[src/rtl/pipe_pkg.sv]
// Shared EX/MEM pipeline types: default field widths, memory-control pair and
// the full slot record carried from the EX stage towards data memory.
package pipe_pkg;

  localparam int DATA_W_DEF = 32;
  localparam int REG_W_DEF  = 5;
  localparam int WB_W_DEF   = 2;
  localparam int STAGES_MAX = 4;

  typedef struct packed {
    logic mem_read;
    logic mem_write;
  } mem_ctrl_t;

  typedef struct packed {
    logic                  valid;
    logic [WB_W_DEF-1:0]   ctrl_wb;
    mem_ctrl_t             mem_ctrl;
    logic [DATA_W_DEF-1:0] alu_result;
    logic [DATA_W_DEF-1:0] store_data;
    logic [REG_W_DEF-1:0]  rd;
  } ex_mem_slot_t;

endpackage

[src/rtl/pipe_slot.sv]
// One EX/MEM slot register. Reset clears everything; flush kills only the
// valid/control bits so a dead entry can never write back or store.
module pipe_slot
  import pipe_pkg::*;
#(
  parameter type slot_t = ex_mem_slot_t
) (
  input  logic  clk,
  input  logic  rst,
  input  logic  i_flush,
  input  logic  i_stall,
  input  slot_t i_d,
  output slot_t o_q
);

  slot_t r_q;

  always_ff @(posedge clk) begin
    if (rst) begin
      r_q <= '0;
    end else if (i_flush) begin
      r_q.valid    <= 1'b0;
      r_q.ctrl_wb  <= '0;
      r_q.mem_ctrl <= '0;
    end else if (!i_stall) begin
      r_q <= i_d;
    end
  end

  assign o_q = r_q;

endmodule

[src/rtl/ex_mem_pipe_stage.sv]
// EX->MEM pipeline register with 1..4 slots in series, bubble gating, flush,
// load-in-flight detection and saturating stall/flush event counters.
module ex_mem_pipe_stage
  import pipe_pkg::*;
#(
  parameter int DATA_W = DATA_W_DEF,
  parameter int REG_W  = REG_W_DEF,
  parameter int WB_W   = WB_W_DEF,
  parameter int STAGES = 1,
  parameter int CNT_W  = 16
) (
  input  logic              clk,
  input  logic              rst,
  input  logic              stall_i,
  input  logic              flush_i,
  input  logic              valid_i,
  input  logic [WB_W-1:0]   ctrl_wb_i,
  input  logic              mem_write_i,
  input  logic              mem_read_i,
  input  logic [DATA_W-1:0] alu_result_i,
  input  logic [DATA_W-1:0] store_data_i,
  input  logic [REG_W-1:0]  rd_i,
  output logic              valid_o,
  output logic [WB_W-1:0]   ctrl_wb_o,
  output logic              mem_write_o,
  output logic              mem_read_o,
  output logic [DATA_W-1:0] alu_result_o,
  output logic [DATA_W-1:0] store_data_o,
  output logic [REG_W-1:0]  rd_o,
  output logic              load_busy_o,
  output logic [CNT_W-1:0]  stall_cnt_o,
  output logic [CNT_W-1:0]  flush_cnt_o
);

  typedef struct packed {
    logic              valid;
    logic [WB_W-1:0]   ctrl_wb;
    mem_ctrl_t         mem_ctrl;
    logic [DATA_W-1:0] alu_result;
    logic [DATA_W-1:0] store_data;
    logic [REG_W-1:0]  rd;
  } slot_t;

  generate
    if (STAGES < 1 || STAGES > STAGES_MAX) begin : g_bad_stages
      $error("ex_mem_pipe_stage: STAGES must be in 1..4");
    end
  endgenerate

  slot_t            w_in;
  slot_t            w_slot_d [STAGES];
  slot_t            w_slot_q [STAGES];
  logic             w_load_busy;
  logic [CNT_W-1:0] r_stall_cnt;
  logic [CNT_W-1:0] r_flush_cnt;

  // Bubbles still carry data/rd but never any control that could commit.
  always_comb begin
    w_in            = '0;
    w_in.alu_result = alu_result_i;
    w_in.store_data = store_data_i;
    w_in.rd         = rd_i;
    if (valid_i) begin
      w_in.valid              = 1'b1;
      w_in.ctrl_wb            = ctrl_wb_i;
      w_in.mem_ctrl.mem_read  = mem_read_i;
      w_in.mem_ctrl.mem_write = mem_write_i;
    end
  end

  genvar gi;
  generate
    for (gi = 0; gi < STAGES; gi++) begin : g_slot
      if (gi == 0) begin : g_head
        assign w_slot_d[gi] = w_in;
      end else begin : g_chain
        assign w_slot_d[gi] = w_slot_q[gi-1];
      end

      pipe_slot #(
        .slot_t(slot_t)
      ) u_slot (
        .clk    (clk),
        .rst    (rst),
        .i_flush(flush_i),
        .i_stall(stall_i),
        .i_d    (w_slot_d[gi]),
        .o_q    (w_slot_q[gi])
      );
    end
  endgenerate

  always_comb begin
    w_load_busy = 1'b0;
    for (int k = 0; k < STAGES; k++) begin
      w_load_busy = w_load_busy | (w_slot_q[k].valid & w_slot_q[k].mem_ctrl.mem_read);
    end
  end

  // Flush takes precedence, so a flushed stall cycle is not counted as stalled.
  always_ff @(posedge clk) begin
    if (rst) begin
      r_stall_cnt <= '0;
      r_flush_cnt <= '0;
    end else if (flush_i) begin
      if (r_flush_cnt != {CNT_W{1'b1}}) begin
        r_flush_cnt <= r_flush_cnt + 1'b1;
      end
    end else if (stall_i) begin
      if (r_stall_cnt != {CNT_W{1'b1}}) begin
        r_stall_cnt <= r_stall_cnt + 1'b1;
      end
    end
  end

  assign valid_o      = w_slot_q[STAGES-1].valid;
  assign ctrl_wb_o    = w_slot_q[STAGES-1].ctrl_wb;
  assign mem_write_o  = w_slot_q[STAGES-1].mem_ctrl.mem_write;
  assign mem_read_o   = w_slot_q[STAGES-1].mem_ctrl.mem_read;
  assign alu_result_o = w_slot_q[STAGES-1].alu_result;
  assign store_data_o = w_slot_q[STAGES-1].store_data;
  assign rd_o         = w_slot_q[STAGES-1].rd;
  assign load_busy_o  = w_load_busy;
  assign stall_cnt_o  = r_stall_cnt;
  assign flush_cnt_o  = r_flush_cnt;

endmodule

[config.mk]
export PLATFORM = sky130hd
export DESIGN_NAME = ex_mem_pipe_stage
export DESIGN_NICKNAME = d
export VERILOG_FILES = /design/src/rtl/pipe_pkg.sv /design/src/rtl/pipe_slot.sv /design/src/rtl/ex_mem_pipe_stage.sv
export SDC_FILE = /design/constraint.sdc
export NUM_CORES = 1
export LEC_CHECK = 0
export CELL_PAD_IN_SITES_DETAIL_PLACEMENT = 1
export CELL_PAD_IN_SITES_GLOBAL_PLACEMENT = 1
export CORE_UTILIZATION = 31
export DETAILED_ROUTE_END_ITERATION = 7
export GPL_ROUTABILITY_DRIVEN = 0
export PLACE_DENSITY_LB_ADDON = 0.12
export SKIP_LAST_GASP = 1
export SYNTH_ARGS = -nofsm -noshare
export SYNTH_HDL_FRONTEND = slang
export SYNTH_SLANG_ARGS = --single-unit
[constraint.sdc]
create_clock -name clk -period 2.6 [get_ports clk]
set_input_delay 0.52 -clock clk [delete_from_list [all_inputs] [get_ports clk]]
set_output_delay 0.52 -clock clk [all_outputs]
set_load 0.02 [all_outputs]
* Yosys cells after proc, flatten, opt, wreduce, memory -nomap -nowiden
Cells that the tools add are included.
** Cells by class
- Add/subtract/negate cells :: 2
- Multipliers :: 0
- Divide/modulo/power cells :: 0
- Order comparisons :: 0
- Eq/ne operators :: 2
- Shifts and indexed selects :: 0
- Multiplexer cells :: 1
- Bitwise logic cells :: 3
- Reductions and logical operators :: 4
** Operator list (number)
- $add A16 B1 Y16 const B :: 2
- $ne A16 B16 Y1 const B :: 2
- $mux W5 :: 1
- $reduce_and A2 Y1 :: 2
- $reduce_and A3 Y1 :: 1
- $not A1 Y1 :: 2
- $reduce_or A2 Y1 :: 1
- $and A1 B1 Y1 :: 1
** Storage, ports and cells
- Register bits :: 106
- Bits in latches :: 0
- Memory bits (writable) :: 0
- Bits in read-only memories :: 0
- Input port bits :: 78
- Output and inout port bits :: 107
- Logic and storage cells :: 21
- Memories :: 0

* Longest topological paths before layout
- Word-level depth :: 2
- Mapped depth :: 7
- Depth with buffers taken out :: 6

* By module
From an unflattened synthesis, not the netlist that was laid out.
** Second synthesis, totals
- Cell total of the unflattened synthesis :: 537
- Area, all modules :: 4839.6 µm²
** Modules (own cells, without submodules)
- pipe_slot :: instances 1, cells an instance 330, area an instance 3090.5 µm², sequential area each 1481.4 µm²
- ex_mem_pipe_stage :: instances 1, cells an instance 207, area an instance 1749.2 µm², sequential area each 640.6 µm²

* Worst setup path before layout
No wires, ideal clock.
- Path type :: flip-flop to flip-flop
- From :: register r_flush_cnt[3], in the netlist flush_cnt_o[3]
- To :: register r_flush_cnt[15], in the netlist flush_cnt_o[15]
- Library setup time :: 0.070 ns
- Data arrival time :: 1.800 ns
- Data required time :: 2.530 ns
- Setup slack :: 0.730 ns
- Stages on the path, launching flop included :: 6
- Buffers on the path :: 0
- Period minus slack after synthesis :: 1.870 ns
- Path through :: dfxtp_1 -> nand4_2 -> or4b_1 -> nand2b_4 -> or3_1 -> a21oi_1
** Between the ends
- Cells in the longest elaborated chain, start to end :: 2
- Elaborated cells between the ends (all ways) :: 3
- Classes of those cells :: 1 x add/sub; 1 x eq/ne; 1 x reduce/logical
** RTL lines
- start: declaration :: line ex_mem_pipe_stage.sv:55 : logic [CNT_W-1:0] r_flush_cnt;
- start signal: assignment :: line ex_mem_pipe_stage.sv:107 : r_flush_cnt <= r_flush_cnt + 1'b1;
- branches (longest 2 deep; another with $add A16 B1 Y16)
Several ways; the timed one is not identified.
A chain may end at the register's enable or synchronous reset.

* Worst setup path in the final report
- From :: input port flush_i
- To :: register r_stall_cnt[15], in the netlist stall_cnt_o[15]
** Between the ends
- Cells in the longest elaborated chain, start to end :: 2
** RTL lines
- start: declaration :: line ex_mem_pipe_stage.sv:15 : input logic flush_i,
- $not A1 Y1 (no source line)
- $reduce_and A3 Y1 (no source line)
- end signal: assignment :: line ex_mem_pipe_stage.sv:111 : r_stall_cnt <= r_stall_cnt + 1'b1;
- end: declaration :: line ex_mem_pipe_stage.sv:54 : logic [CNT_W-1:0] r_stall_cnt;
Every way passes these cells.

==> results by group <==
Status
  • Outcome: finished, final reports clean

Clocking
  • Deepest clock path buffer count: 2
  • TritonCTS buffer count: 9
  • Hold Buf Count CTS: 0
  • Worst-Skew Late Latency: ~0.35 ns
  • H-tree depth: 3
  • CTS tree: built
  • Clk sink count: 106
  • Postcts setup bufs: 0
  • PostCTS Resize Cnt: 0
  • Root Driver: clkbuf_16
  • Reg clk slew, reported paths: about 0.07 ns

GRT
  • Vias in the first global route: between 4000 and 5000
  • Gr ovfl total: 0
  • All-Layer GR Usage: between 10% and 20%
  • First-pass GRT wire length: between 20000 and 25000 µm
  • Largest net degree at the start of global routing: 72
  • Initial antenna violation count: 0

Synth
  • Post-synth cell types: 39
  • #FFs+latches synth: between 100 and 150
  • Post-synth ARST share: 0%
  • Post-Synth Adder-Cell Area: 0.617%
  • Sequential area share after synthesis: between 50% and 60%
  • EDFF count, synth: 0
  • Most frequent cell after synthesis: nand2_1
  • Largest family of logic cells by synthesized area: simple AND/OR/NAND/NOR gates
  • Post-synth top flop: dfxtp_1
  • Syn Area/Cell: ~8.1 µm²
  • Post-synthesis compound-gate area fraction: 12.3%
  • Synth Net Count: 581
  • Post-Syn Area: approximately 4100 µm²
  • Post-synthesis cell count: between 500 and 600
  • Synth top area share: 52.3%
  • Area share of xor/xnor cells in the synthesized design: under 10%
  • Synth Warn #: 0
  • Top cell type by total area after synthesis: dfxtp_1
  • Post-synthesis mux area share: less than 1%
  • Synth top cells by count: nand2_1 (150), dfxtp_1 (106), a21oi_1 (76)
  • Synth area leaders: dfxtp_1 (52%), nand2_1 (14%), a21oi_1 (9.4%)
  • Post-synthesis simple-gate area fraction: approximately a quarter

Setup path
  • CP Max Fanout: 6
  • Slowest stage cell on the critical path: clkdlybuf4s50_1
  • CP endpoint kind: register
  • Worst Path Arrival: between 2 and 2.5 ns
  • Crit path required time: approximately 2.8 ns
  • Worst path max stage delay: roughly 0.44 ns
  • Setup CP Type: in -> reg
  • Type of origin of the critical path: primary input
  • Worst path cell trace: clkdlybuf4s50_1 -> buf_4 -> and4b_1 -> nand3_1 -> nor4_1 -> xnor2_1 -> nor2_1

STA
  • Skew final: 0.00689 ns
  • TNS Setup: 0 ns
  • Final setup vio count: 0
  • Hold Slack: approximately 0.45 ns
  • Fmax: between 400 and 500 MHz
  • Measured slew at the worst slew-check pin: ~0.65 ns
  • Final period utilization: around 79%
  • RSZ-0062 raised after global routing: no
  • Setup slack after layout: approximately 0.54 ns
  • Final Critical Period: roughly 2.1 ns
  • Max-slew headroom: between 50% and 60%
  • Final hold vios: 0
  • Slew Limit Fails: 0

Power and ir drop
  • Combinational fraction of design power: 12.8%
  • Seq pwr share: a little under half
  • Clock power share: around 40%
  • P_leak: between 2 and 2.5 nW
  • Maximum vdd drop: between 0.2 and 0.3 mV
  • Pint: approximately 0.0028 W
  • Power Density: around 570 nW/µm²
  • Sw Share: 23.1%
  • Switch Pwr: about 0.00085 W

Placement
  • Pre-CTS setup slack: between 0.15 and 0.2 ns
  • Hpwl dp: 9430 µm
  • Port-buffer cells: roughly 180

Drt
  • TritonRoute pass-1 iters: 4
  • Post-DRT Antenna Nets: 0
  • Routed len/inst: approximately 16 µm
  • Initial DRC Count: about 180
  • Via count of the routed design: a little over 4000
  • Vias per inst: between 4 and 5
  • Overall routed net length: about 13000 µm
  • # DRC: 0

Layout
  • Area added between synthesis and finish: 58.6%
  • Ant diodes: 0
  • Layout cells sized above 1: under 10%
  • Layout filler cell count: roughly 1500
  • Nets: between 700 and 800

Floorplan
  • Core Area: approximately 13000 µm²
  • Core Rows: between 40 and 50
  • Starting Density: 32.0%
  • Full die area: 13500 µm²
  • # IOs: between 150 and 200
  • Die Width: 116 µm
  • Die height: between 100 and 150 µm

Run
  • Max-cap viol count: 0

Min path
  • Worst hold path class: reg -> reg
[kinds of logic after synthesis]
group	Yosys count
flip-flops	106
adder cells (fa/ha/maj)	2
AND/OR/NAND/NOR	241
multiplexers	2
buffers and inverters	36
XOR/XNOR	22
AO/OA/AOI/OAI	92
[state kept, by name (all words and copies together), names as in the netlist]
register / flops
g_slot.u_slot.o_q: 74
flush_cnt_o: 16
stall_cnt_o: 16
[layout by cell type (no fill, tap or decap), types with 3 or more instances in the layout]
| cell | count |
|---|---|
| clkdlybuf4s50_1 | 183 |
| nand2_1 | 150 |
| dfxtp_1 | 106 |
| a21oi_1 | 76 |
| nor2_1 | 30 |
| nor3_1 | 20 |
| xnor2_1 | 17 |
| clkbuf_16 | 9 |
| nand3_1 | 8 |
| buf_4 | 8 |
| nand4_1 | 6 |
| inv_1 | 6 |
| nor4_1 | 5 |
| xor2_1 | 5 |
| a22oi_1 | 4 |
| a211oi_1 | 3 |
| o21ai_0 | 3 |
| buf_12 | 3 |
[metal layers]
| layer | up-vias | routed length [µm] | track usage, % |
|---|---|---|---|
| li1 | 2021 | - | - |
| met1 | 1950 | 5770 | 23.4 |
| met2 | 114 | 6450 | 32.8 |
| met3 | 17 | 877 | 5.66 |
| met4 | 0 | 290 | 8.63 |
| met5 | - | 0 | 0 |
[worst paths after layout]
check / depth (start not counted) / end / slack (ns) / start
setup / recovery: 7 / stall_cnt_o[15] / 0.54 / flush_i
hold / removal: 2 / g_slot[0].u_slot.o_q[8] / 0.45 / g_slot[0].u_slot.o_q[8]
setup reg to reg: 7 / stall_cnt_o[1] / 0.56 / stall_cnt_o[0]
hold reg to reg: 2 / g_slot[0].u_slot.o_q[8] / 0.45 / g_slot[0].u_slot.o_q[8]
[critical path, delay by kind of cell]
family / cells / cell delay (ns)
and+or+nand+nor: 4 / 0.99
buffers and inverters: 2 / 0.61
xor gates and xnor gates: 1 / 0.18
[power by group through the flow]
stage	combinational [W]	clock, W	sequential [W]
floorplan	0.000124	0	0.00181
CTS	0.000476	0.00153	0.00171
detailed placement	0.000472	0	0.00175
global placement	0.000462	0	0.00175
global route	0.000507	0.00160	0.00172
finish	0.000470	0.00148	0.00171
[per-stage QoR]
stage                     util [%]  std cells  power, W  instance area, µm²
after CTS                     50.8        852   0.00372                6430
after global routing          50.8        852   0.00382                6430
after floorplan                  -        501   0.00194                4060
final                         50.8        852   0.00366                6430
after detailed placement      48.3        837   0.00222                6110
after global placement        48.3        837   0.00221                6110
[layout make-up]
type                    instances  area (µm²)  area share, %
flip-flops and latches        106        2120           33.0
repair buffers                194        1950           30.3
multi-input cells             359        1800           28.0
clock buffers                  13         260           4.04
well taps                     172         215           3.34
clock inverters                 2        60.1          0.933
inverters                       6        22.5          0.350
Power figures use the tool's default switching activity.
